==> src/rtl/pwm_pkg.sv <==
`default_nettype none
// ============================================================================
//  Module   : pwm_pkg
//  Purpose  : Shared constants and the threshold-select helper for the
//             pwm_clock_divider block.
//  Contents : MODE_HALF / MODE_DUTY channel mode encodings, MAX_WIDTH,
//             wide_t, threshold_sel()
//  Revision : 1.0 - initial release
// ============================================================================
package pwm_pkg;

   // Channel mode encodings
   localparam logic MODE_HALF = 1'b0;   // threshold = period / 2
   localparam logic MODE_DUTY = 1'b1;   // threshold = explicit duty value

   // Widest counter the helper supports; instances must use WIDTH <= MAX_WIDTH.
   localparam int MAX_WIDTH = 64;

   typedef logic [MAX_WIDTH-1:0] wide_t;

   // High-time threshold for one channel. The half-period case truncates, so an
   // odd period is biased low (P=5 -> 2 high, 3 low).
   function automatic wide_t threshold_sel(input logic mode,
                                           input wide_t duty,
                                           input wide_t period);
      return (mode == MODE_DUTY) ? duty : (period >> 1);
   endfunction

endpackage
`default_nettype wire

==> src/rtl/pwm_clock_divider_if.sv <==
`default_nettype none
// ============================================================================
//  Module   : pwm_clock_divider_if
//  Purpose  : Control/status bundle for pwm_clock_divider.
//  Signals  : enable, load, period_in, duty_in, mode_in  (master -> slave)
//             q, tick, pending                           (slave -> master)
//  Modports : master (controller / testbench), slave (divider)
//  Revision : 1.0 - initial release
// ============================================================================
interface pwm_clock_divider_if #(
   parameter int WIDTH    = 32,
   parameter int CHANNELS = 2
);
   logic                      enable;
   logic                      load;
   logic [WIDTH-1:0]          period_in;
   logic [CHANNELS*WIDTH-1:0] duty_in;
   logic [CHANNELS-1:0]       mode_in;
   logic [CHANNELS-1:0]       q;
   logic                      tick;
   logic                      pending;

   modport master (
      output enable, load, period_in, duty_in, mode_in,
      input  q, tick, pending
   );

   modport slave (
      input  enable, load, period_in, duty_in, mode_in,
      output q, tick, pending
   );
endinterface
`default_nettype wire

==> src/rtl/pwm_compare_channel.sv <==
`default_nettype none
// ============================================================================
//  Module   : pwm_compare_channel
//  Purpose  : One PWM output: compares the shared period count against the
//             channel threshold and registers the result.
//  Ports    : clock, reset_n        clock / async active-low reset
//             enable                1 = update q, 0 = hold q
//             count, period         shared counter and active period
//             threshold, mode       explicit duty and channel mode
//             q                     registered PWM output (lags count by 1)
//  Revision : 1.0 - initial release
// ============================================================================
module pwm_compare_channel
   import pwm_pkg::*;
#(
   parameter int WIDTH = 32
) (
   input  wire logic             clock,
   input  wire logic             reset_n,
   input  wire logic             enable,
   input  wire logic [WIDTH-1:0] count,
   input  wire logic [WIDTH-1:0] period,
   input  wire logic [WIDTH-1:0] threshold,
   input  wire logic             mode,
   output logic                  q
);

   logic [WIDTH-1:0] w_thr;

   assign w_thr = WIDTH'(threshold_sel(mode, wide_t'(threshold), wide_t'(period)));

   // Since count never exceeds period-1, a threshold >= period keeps q high
   // and a zero threshold keeps it low without extra logic.
   always_ff @(posedge clock or negedge reset_n) begin
      if (!reset_n) begin
         q <= 1'b0;
      end else if (period == '0) begin
         q <= 1'b0;
      end else if (enable) begin
         q <= (count < w_thr);
      end
   end

endmodule
`default_nettype wire

==> src/rtl/pwm_clock_divider.sv <==
`default_nettype none
// ============================================================================
//  Module   : pwm_clock_divider
//  Purpose  : Clock divider / multi-channel PWM generator. A shared
//             free-running period counter feeds CHANNELS comparators. New
//             period/duty/mode values are held in a shadow set and applied
//             only at a period wrap (or immediately when not counting).
//  Ports    : clock    system clock, rising edge
//             reset_n  asynchronous active-low reset
//             bus      pwm_clock_divider_if.slave
//                      (enable, load, period_in, duty_in, mode_in,
//                       q, tick, pending)
//  Params   : WIDTH    counter/period/duty width (<= pwm_pkg::MAX_WIDTH)
//             CHANNELS number of PWM outputs (1..8)
//  Revision : 1.0 - initial release
// ============================================================================
module pwm_clock_divider
   import pwm_pkg::*;
#(
   parameter int WIDTH    = 32,
   parameter int CHANNELS = 2
) (
   input  wire logic         clock,
   input  wire logic         reset_n,
   pwm_clock_divider_if.slave bus
);

   logic [WIDTH-1:0]          r_count;
   logic [WIDTH-1:0]          r_act_period;
   logic [CHANNELS*WIDTH-1:0] r_act_duty;
   logic [CHANNELS-1:0]       r_act_mode;
   logic [WIDTH-1:0]          r_sh_period;
   logic [CHANNELS*WIDTH-1:0] r_sh_duty;
   logic [CHANNELS-1:0]       r_sh_mode;
   logic                      r_pending;
   logic                      r_tick;

   logic                      w_running;
   logic                      w_wrap;
   logic [CHANNELS-1:0]       w_q;

   assign w_running = bus.enable && (r_act_period != '0);
   assign w_wrap    = w_running && (r_count == (r_act_period - WIDTH'(1)));

   always_ff @(posedge clock or negedge reset_n) begin
      if (!reset_n) begin
         r_count      <= '0;
         r_act_period <= '0;
         r_act_duty   <= '0;
         r_act_mode   <= {CHANNELS{MODE_HALF}};
         r_sh_period  <= '0;
         r_sh_duty    <= '0;
         r_sh_mode    <= {CHANNELS{MODE_HALF}};
         r_pending    <= 1'b0;
         r_tick       <= 1'b0;
      end else begin
         // Paused or halted cycles can never wrap, so tick drops to 0 there.
         r_tick <= w_wrap;

         if (w_running) begin
            if (w_wrap) begin
               r_count <= '0;
               if (bus.load) begin
                  // Load coinciding with the wrap bypasses the shadow.
                  r_act_period <= bus.period_in;
                  r_act_duty   <= bus.duty_in;
                  r_act_mode   <= bus.mode_in;
                  r_sh_period  <= bus.period_in;
                  r_sh_duty    <= bus.duty_in;
                  r_sh_mode    <= bus.mode_in;
                  r_pending    <= 1'b0;
               end else if (r_pending) begin
                  r_act_period <= r_sh_period;
                  r_act_duty   <= r_sh_duty;
                  r_act_mode   <= r_sh_mode;
                  r_pending    <= 1'b0;
               end
            end else begin
               r_count <= r_count + WIDTH'(1);
               if (bus.load) begin
                  r_sh_period <= bus.period_in;
                  r_sh_duty   <= bus.duty_in;
                  r_sh_mode   <= bus.mode_in;
                  r_pending   <= 1'b1;
               end
            end
         end else begin
            // Not counting: no wrap will come, so a captured shadow is applied
            // on the following cycle and the counter restarts from zero.
            if (bus.load) begin
               r_sh_period <= bus.period_in;
               r_sh_duty   <= bus.duty_in;
               r_sh_mode   <= bus.mode_in;
               r_pending   <= 1'b1;
            end else if (r_pending) begin
               r_act_period <= r_sh_period;
               r_act_duty   <= r_sh_duty;
               r_act_mode   <= r_sh_mode;
               r_pending    <= 1'b0;
               r_count      <= '0;
            end else if (r_act_period == '0) begin
               r_count <= '0;
            end
         end
      end
   end

   generate
      for (genvar i = 0; i < CHANNELS; i++) begin : g_channel
         pwm_compare_channel #(
            .WIDTH (WIDTH)
         ) u_channel (
            .clock     (clock),
            .reset_n   (reset_n),
            .enable    (bus.enable),
            .count     (r_count),
            .period    (r_act_period),
            .threshold (r_act_duty[i*WIDTH +: WIDTH]),
            .mode      (r_act_mode[i]),
            .q         (w_q[i])
         );
      end
   endgenerate

   assign bus.q       = w_q;
   assign bus.tick    = r_tick;
   assign bus.pending = r_pending;

endmodule
`default_nettype wire
==> src/flat_wrapper.sv <==
// flat-port wrapper written by rule: the top's interface ports become plain ports
module pwm_clock_divider_flat import pwm_pkg::*;
#(
   parameter int WIDTH    = 32,
   parameter int CHANNELS = 2
)
  (clock, reset_n, bus_enable, bus_load, bus_period_in, bus_duty_in, bus_mode_in, bus_q, bus_tick, bus_pending);
  pwm_clock_divider_if #(.WIDTH(WIDTH), .CHANNELS(CHANNELS)) bus_i ();
  input  wire logic clock;
  input  wire logic reset_n;
  input wire logic [$bits(bus_i.enable)-1:0] bus_enable;
  input wire logic [$bits(bus_i.load)-1:0] bus_load;
  input wire logic [$bits(bus_i.period_in)-1:0] bus_period_in;
  input wire logic [$bits(bus_i.duty_in)-1:0] bus_duty_in;
  input wire logic [$bits(bus_i.mode_in)-1:0] bus_mode_in;
  output wire logic [$bits(bus_i.q)-1:0] bus_q;
  output wire logic [$bits(bus_i.tick)-1:0] bus_tick;
  output wire logic [$bits(bus_i.pending)-1:0] bus_pending;
  assign bus_i.enable = bus_enable;
  assign bus_i.load = bus_load;
  assign bus_i.period_in = bus_period_in;
  assign bus_i.duty_in = bus_duty_in;
  assign bus_i.mode_in = bus_mode_in;
  assign bus_q = bus_i.q;
  assign bus_tick = bus_i.tick;
  assign bus_pending = bus_i.pending;
  pwm_clock_divider #(.WIDTH(WIDTH), .CHANNELS(CHANNELS)) u_core (.clock(clock), .reset_n(reset_n), .bus(bus_i));
endmodule
==> config.mk <==
export PLATFORM = sky130hd
export DESIGN_NAME = pwm_clock_divider_flat
export DESIGN_NICKNAME = d
export VERILOG_FILES = /design/src/rtl/pwm_pkg.sv /design/src/rtl/pwm_clock_divider_if.sv /design/src/rtl/pwm_compare_channel.sv /design/src/rtl/pwm_clock_divider.sv /design/src/flat_wrapper.sv
export SDC_FILE = /design/constraint.sdc
export NUM_CORES = 1
export LEC_CHECK = 0
export ABC_AREA = 1
export ABC_CLOCK_PERIOD_IN_PS = 2800
export BUFFER_PORTS_ARGS = -buffer_cell sky130_fd_sc_hd__buf_2
export CORE_MARGIN = 8
export CORE_UTILIZATION = 30
export DETAILED_ROUTE_END_ITERATION = 7
export SKIP_CTS_REPAIR_TIMING = 1
export SLEW_MARGIN = 20
export SYNTH_ARGS = -nofsm -noshare
export SYNTH_HDL_FRONTEND = slang
export SYNTH_HIERARCHICAL = 1
export SYNTH_SLANG_ARGS = --single-unit
==> constraint.sdc <==
create_clock -name clock -period 2.8 [get_ports clock]
set_clock_uncertainty 0.1 [all_clocks]
set_input_delay 0.28 -clock clock [delete_from_list [all_inputs] [get_ports clock]]
set_output_delay 0.28 -clock clock [all_outputs]
set_load 0.02 [all_outputs]
==> results of run 1 <==
## flip-flops by register name, summed over array words and instances (netlist names)
signal                        count
u_core/r_act_duty                64
u_core/r_sh_duty                 64
u_core/r_act_period              32
u_core/r_count                   32
u_core/r_sh_period               32
u_core/g_channel.u_channel/q      2
u_core/r_act_mode                 2
u_core/r_sh_mode                  2
u_core/bus.pending                1
u_core/bus.tick                   1
## worst paths after layout
path	start	endpoint	slack (ns)	depth (start not counted)
hold / removal	bus_load	u_core/r_act_period[26]	0.15	5
setup / recovery	u_core/r_act_period[30]	u_core/r_count[10]	0.08	11
min in group asynchronous	reset_n	u_core/r_act_period[20]	0.16	2
hold reg to reg	u_core/r_act_duty[6]	u_core/r_act_duty[6]	0.39	2
max in group asynchronous	reset_n	u_core/r_sh_duty[31]	1.58	3
setup reg to reg	u_core/r_act_period[30]	u_core/r_count[10]	0.08	11
## synthesized netlist by cell type (13+ instances only)
master    count  share of area, %
a21oi_1      31              0.97
buf_2        15              0.47
buf_6        13              0.91
clkbuf_1     92               2.1
dfrtp_1     232                36
ha_1         65               5.1
inv_1       237               5.5
nand2_1     777                18
nand3_1     139               4.3
nand4_1      33               1.3
nor2_1      131               3.1
nor3_1       21              0.65
nor4_1       23              0.90
o21ai_0     412                13
o21ai_1      26              0.81
xor2_1       49               2.7
## final cells by class
type | instances | area [sq um]
clock inverters | 15 | 292
multi-input cells | 1782 | 8860
flip-flops and latches | 232 | 5810
fillers | 5637 | 33100
inverters | 243 | 923
repair buffers | 341 | 2780
clock buffers | 37 | 785
well taps | 696 | 871
## critical path: cells and delay by family, from the launching register on
family                 cells  cell delay [ns]
XOR/XNOR                   1             0.17
flip-flops                 1             0.48
AND/OR/NAND/NOR            8             1.41
buffers and inverters      2             0.46
## metal layers
metal	wire (um)	vias to the layer above	track usage [%]
met4	2200	2	6.37
met2	24800	409	28.7
met3	2820	100	2.63
li1	-	8225	-
met5	12	-	0
met1	24700	7586	23.3
## through the flow
| stage | util (%) | hold WS, ns | instance area (sq um) | std cells | total power [mW] |
|---|---|---|---|---|---|
| 2_1_floorplan | - | -0.116 | 16100 | 2380 | 6.19 |
| 3_3_place_gp | 33.9 | 0.197 | 18100 | 3190 | 7.47 |
| 3_5_place_dp | 33.9 | 0.196 | 18100 | 3190 | 7.51 |
| 4_1_cts | 35.9 | -0.407 | 19200 | 3242 | 11.8 |
| 5_1_grt | 38.1 | 0.155 | 20300 | 3346 | 12.7 |
| 6_report | 38.1 | 0.146 | 20300 | 3346 | 11.9 |
## cell families (layout without fill, tap and decap cells)
logic type / count (synthesis) / after routing / synth area share [%]
buf+inv: 366 / 636 / 9.33
flops: 232 / 232 / 36.1
xor+xnor: 57 / 57 / 3.11
mux: 12 / 12 / 0.748
compound gates: 486 / 486 / 15.4
fa+ha+maj: 65 / 65 / 5.06
simple gates: 1162 / 1162 / 30.2
## report_power, final
group	switching (mW)	internal [mW]	total, mW
clock network	1.54	2.70	4.24
registers	0.417	3.74	4.16
logic	2.11	1.37	3.48
total	4.07	7.82	11.9
## cell usage in the layout (no fill, tap or decap), drive strengths merged, types with 3 or more instances in the layout
cell type,instances
nand2,786
o21ai,438
inv,241
buf,241
dfrtp,232
nand3,141
nor2,140
dlygate4sd3,100
ha,65
xor2,49
clkbuf,37
a21oi,34
nand4,33
nor4,23
nor3,21
nand3b,12
mux2i,12
bufinv,8
xnor2,8
clkinv,6
o22ai,5
a211oi,4
clkinvlp,3
nor3b,3
o21bai,3
==> summary.md, run 1 <==
| Metric | Value |
|---|---|
| Outcome | `complete, no violations` |
| Register area share after synthesis | `36.1%` |
| Final Worst Setup Slack | `0.0831 ns` |
| Final Max Slew Viols | `0` |
| GRT Util Overall | `17.5%` |
| Startpoint types | `register` |
| Port bufs | `105` |
| Violation count after the first detailed-route iteration | `1060` |
| Final Cycle Share | `97.0%` |
| Share of layout cells above drive strength 1 | `12.9%` |
| Setup Crit Path Kind | `register to register` |
| FFs w/ async S/R, synth | `100%` |
| Critical path arrival | `3.08 ns` |
| Largest net degree at the start of global routing | `176` |
| Post-synth EDFFs | `0` |
| Ys flop type | `dfrtp_1` |
| Remaining Overflow, GRT | `0` |
| CP required | `3.16 ns` |
| Top Ports | `106` |
| CP cell instances | `nor3_1 > nand3b_1 > nand3b_1 > nand2_1 > buf_4 > nand2_4 > nand2_1 > clkinvlp_4 > nand3_1 > xor2_1 > nor2_1` |
| Leak | `10.1 nW` |
| Area Overhead vs Synth | `26.5%` |
| Vias per std cell | `4.88` |
| Max Fclk | `368 MHz` |
| Residual DRC | `0` |
| Total number of vias | `16.3k` |
| Total Wirelength | `54600 um` |
| Peak supply drop | `0.465 mV` |
| Setup TNS | `0 ns` |
| Vias in the first global route | `15.1k` |
| Critical Path Slowest Stage Cell | `dfrtp_1` |
| Drt first pass iters | `5` |
| Worst hold path class | `input pin to register` |
| CTS H-tree depth | `1` |
| CP Capture Type | `register` |
| RSZ-0062 raised after global routing | `yes` |
| Die footprint | `0.0612 sq mm` |
| CP max FO | `9` |
| Max-cap viol count | `0` |
| Gpl congestion | `0.926` |
| Max-slew headroom | `30.8%` |
| Die X | `247 um` |
| Setup violators final | `0` |
| Initial antenna violation count | `2` |
| Die height | `247 um` |
| CTS Buf Count | `28` |
| Hold Vio Cnt, Final | `0` |
| Worst-skew pair later-pin latency | `0.58 ns` |
| Initial Utilization | `30.1%` |
| Max Root-Sink Buffers | `3` |
| Measured slew at the worst slew-check pin | `1.04 ns` |
| Final ANT Viol Nets | `0` |
| Mapped Avg Cell Area | `6.75 sq um` |
| Core Area | `0.0534 sq mm` |
| Cell variety after synth | `38` |
| Number of placement rows | `85` |
| Clock root buffer | `clkbuf_16` |
| DP HPWL | `40800 um` |
| Avg WL per Cell | `16.3 um` |
| YS warnings | `6` |
| Diode count | `0` |
| Synthesized area | `0.0161 sq mm` |
| Register bit total from synthesis | `232` |
| Pwr Density | `585 mW/mm^2` |
| Post-Synthesis Cells | `2380` |
| Max stage delay on crit path | `0.48 ns` |
| Nets@finish | `2795` |
| CTS clock-pin slew for the worst setup and hold paths | `0.06 ns` |
| Dpl ws | `0.0304 ns` |
| # clock sinks | `232` |
| Mapped Nets | `2547` |
| Final Critical Period | `2.72 ns` |
| First-pass GRT wire length | `85600 um` |
| Clock tree from TritonCTS | `done` |
Power figures use the tool's default switching activity.
==> inputs of run 2 (changes only) <==
--- a/config.mk
+++ b/config.mk
@@ -12,4 +12,5 @@
 export CORE_UTILIZATION = 30
 export DETAILED_ROUTE_END_ITERATION = 7
+export SETUP_SLACK_MARGIN = 0.5
 export SKIP_CTS_REPAIR_TIMING = 1
 export SLEW_MARGIN = 20
--- a/constraint.sdc
+++ b/constraint.sdc
@@ -3,3 +3,3 @@
 set_input_delay 0.28 -clock clock [delete_from_list [all_inputs] [get_ports clock]]
 set_output_delay 0.28 -clock clock [all_outputs]
-set_load 0.02 [all_outputs]
+set_load 0.1 [all_outputs]
==> run 2 against run 1 <==
Net effect: total power is 0.55% lower; routed wire length increased by 6.8%; hold slack worse by 0.083 ns; sequential cell count unchanged; non-clock buffer count increased by 31; sequential power increased by 1%; final cell count grew 1.0%; design area rose by 4.1%; clock-buffer cell count is 9 higher; largest cell class unchanged.
==> summary.md, run 2 (synthesized netlist as in run 1, its figures left out) <==
| Metric | Value |
|---|---|
| Outcome | `complete, no violations` |
| Core Area | `0.0534 sq mm` |
| Initial antenna violation count | `0` |
| GRT Util Overall | `17.5%` |
| Worst flop-to-flop path startpoint | `u_core/r_act_period[1]` |
| Clock tree from TritonCTS | `done` |
| Final Worst Setup Slack | `0.0427 ns` |
| Placed Cells incl. Taps | `3193` |
| Reg2reg end | `u_core/r_act_period[8]` |
| Final ANT Viol Nets | `0` |
| Final Critical Period | `2.76 ns` |
| Critical path arrival | `3.10 ns` |
| R2R depth | `21` |
| Area taken by multi-input logic gates | `0.00922 sq mm` |
| Startpoint types | `register` |
| Design Power | `11.8 mW` |
| Die height | `247 um` |
| # clock sinks | `232` |
| Top flop regs | `u_core/r_act_duty (64), u_core/r_sh_duty (64)` |
| Area Overhead vs Synth | `31.6%` |
| Max-cap viol count | `0` |
| Pwr Density | `559 mW/mm^2` |
| Total number of vias | `16.6k` |
| Hold_ws | `0.0628 ns` |
| Worst hold path class | `input pin to register` |
| Max-slew headroom | `62.6%` |
| Leak | `10.4 nW` |
| Violation count after the first detailed-route iteration | `1198` |
| Post-route insts no fill | `3381` |
| Drt first pass iters | `7` |
| Nets@finish | `2831` |
| Vias per std cell | `4.92` |
| Worst-skew pair later-pin latency | `0.57 ns` |
| Peak supply drop | `0.475 mV` |
| Diode count | `0` |
| CTS Buf Count | `29` |
| Max Fclk | `363 MHz` |
| FF-to-FF setup slack | `0.04 ns` |
| Placed cell areas | `0.0183 sq mm` |
| Measured slew at the worst slew-check pin | `0.562 ns` |
| Largest net degree at the start of global routing | `119` |
| Final Cycle Share | `98.5%` |
| CTS clock-pin slew for the worst setup and hold paths | `0.07 ns` |
| Number of placement rows | `85` |
| Die footprint | `0.0612 sq mm` |
| Port bufs | `105` |
| Final Max Slew Viols | `0` |
| Hold depth | `3` |
| Max Root-Sink Buffers | `3` |
| Most frequent cells in the layout | `nand2_1, o21ai_0, inv_1, dfrtp_1, buf_4` |
| Setup TNS | `0 ns` |
| Hold Path End | `u_core/r_sh_period[17]` |
| Remaining Overflow, GRT | `0` |
| Setup Crit Path Kind | `register to register` |
| Top Ports | `106` |
| RSZ-0062 raised after global routing | `yes` |
| FILL cells | `5559` |
| Setup violators final | `0` |
| Util after Layout | `39.6%` |
| Min-delay src | `bus_load` |
| Dpl ws | `0.0627 ns` |
| CP required | `3.14 ns` |
| Vias in the first global route | `15.1k` |
| Die X | `247 um` |
| Avg WL per Cell | `17.2 um` |
| Sequential cell area | `0.00582 sq mm` |
| CTS H-tree depth | `1` |
| Share of layout cells above drive strength 1 | `16.8%` |
| Commonest non-fill, non-tap cell in the layout | `nand2_1` |
| Initial Utilization | `30.1%` |
| CP max FO | `16` |
| First-pass GRT wire length | `85500 um` |
| Residual DRC | `0` |
| DP HPWL | `41100 um` |
| Hold Vio Cnt, Final | `0` |
| CP Capture Type | `register` |
| Clock root buffer | `clkbuf_16` |
| Finished layout cell area | `0.0211 sq mm` |
| Total Wirelength | `58300 um` |
| Gpl congestion | `0.976` |
run 2: cell count changes in the layout (fill, tap and decap cells not counted), sizes merged:
cell	change
nand2	+1
bufinv	-7
inv	+1
clkinv	+1
clkinvlp	-1
buf	+21
clkbuf	+19
run 2: report_power, final:
part,leakage (nW),internal [mW],switching (mW)
clock network,0.477,2.30,1.50
logic,6.99,1.54,2.27
registers,2.89,3.75,0.452
total,10.4,7.59,4.23
run 2: per-layer routing:
layer	GRT usage, %	routed length (um)
met1	23.6	26200
met2	29.0	27300
met3	2.00	2830
met4	5.43	1990
met5	0	0
run 2: how the worst max path moves through the flow:
stage / from / to / depth (start not counted)
global placement: u_core/r_act_period[5] / u_core/r_act_duty[23] / 17
global route: u_core/r_act_period[1] / u_core/r_act_duty[33] / 18
CTS: u_core/r_act_period[5] / u_core/r_act_duty[22] / 17
floorplan: u_core/r_act_period[0] / u_core/r_act_period[8] / 19
finish: u_core/r_act_period[1] / u_core/r_act_period[8] / 21
detailed placement: u_core/r_act_period[5] / u_core/r_act_duty[22] / 17
run 2: cell type report:
| class | instances | area share (%) |
|---|---|---|
| well taps | 696 | 4.12 |
| repair inverters | 3 | 0.142 |
| repair buffers | 372 | 15.6 |
| multi-input cells | 1783 | 43.6 |
| clock inverters | 6 | 0.320 |
| flip-flops and latches | 232 | 27.6 |
| clock buffers | 46 | 4.30 |
| inverters | 243 | 4.41 |
run 2: critical path: stages, from the launching register on:
cell and delay (ns):
dfrtp_1 0.40, inv_2 0.07, ha_4 0.19, nand2_8 0.08, nor2_4 0.05, buf_12 0.13
buf_12 0.13, nand2_1 0.09, nand2_1 0.08, nand2_2 0.09, nand2_1 0.05, inv_1 0.05
nand2_1 0.05, nor2_2 0.10, nand3_1 0.09, nor2_1 0.13, nand2_2 0.11, nand2_8 0.16
nand2_4 0.14, clkbuf_16 0.22, nand2_1 0.06, nand2_1 0.05
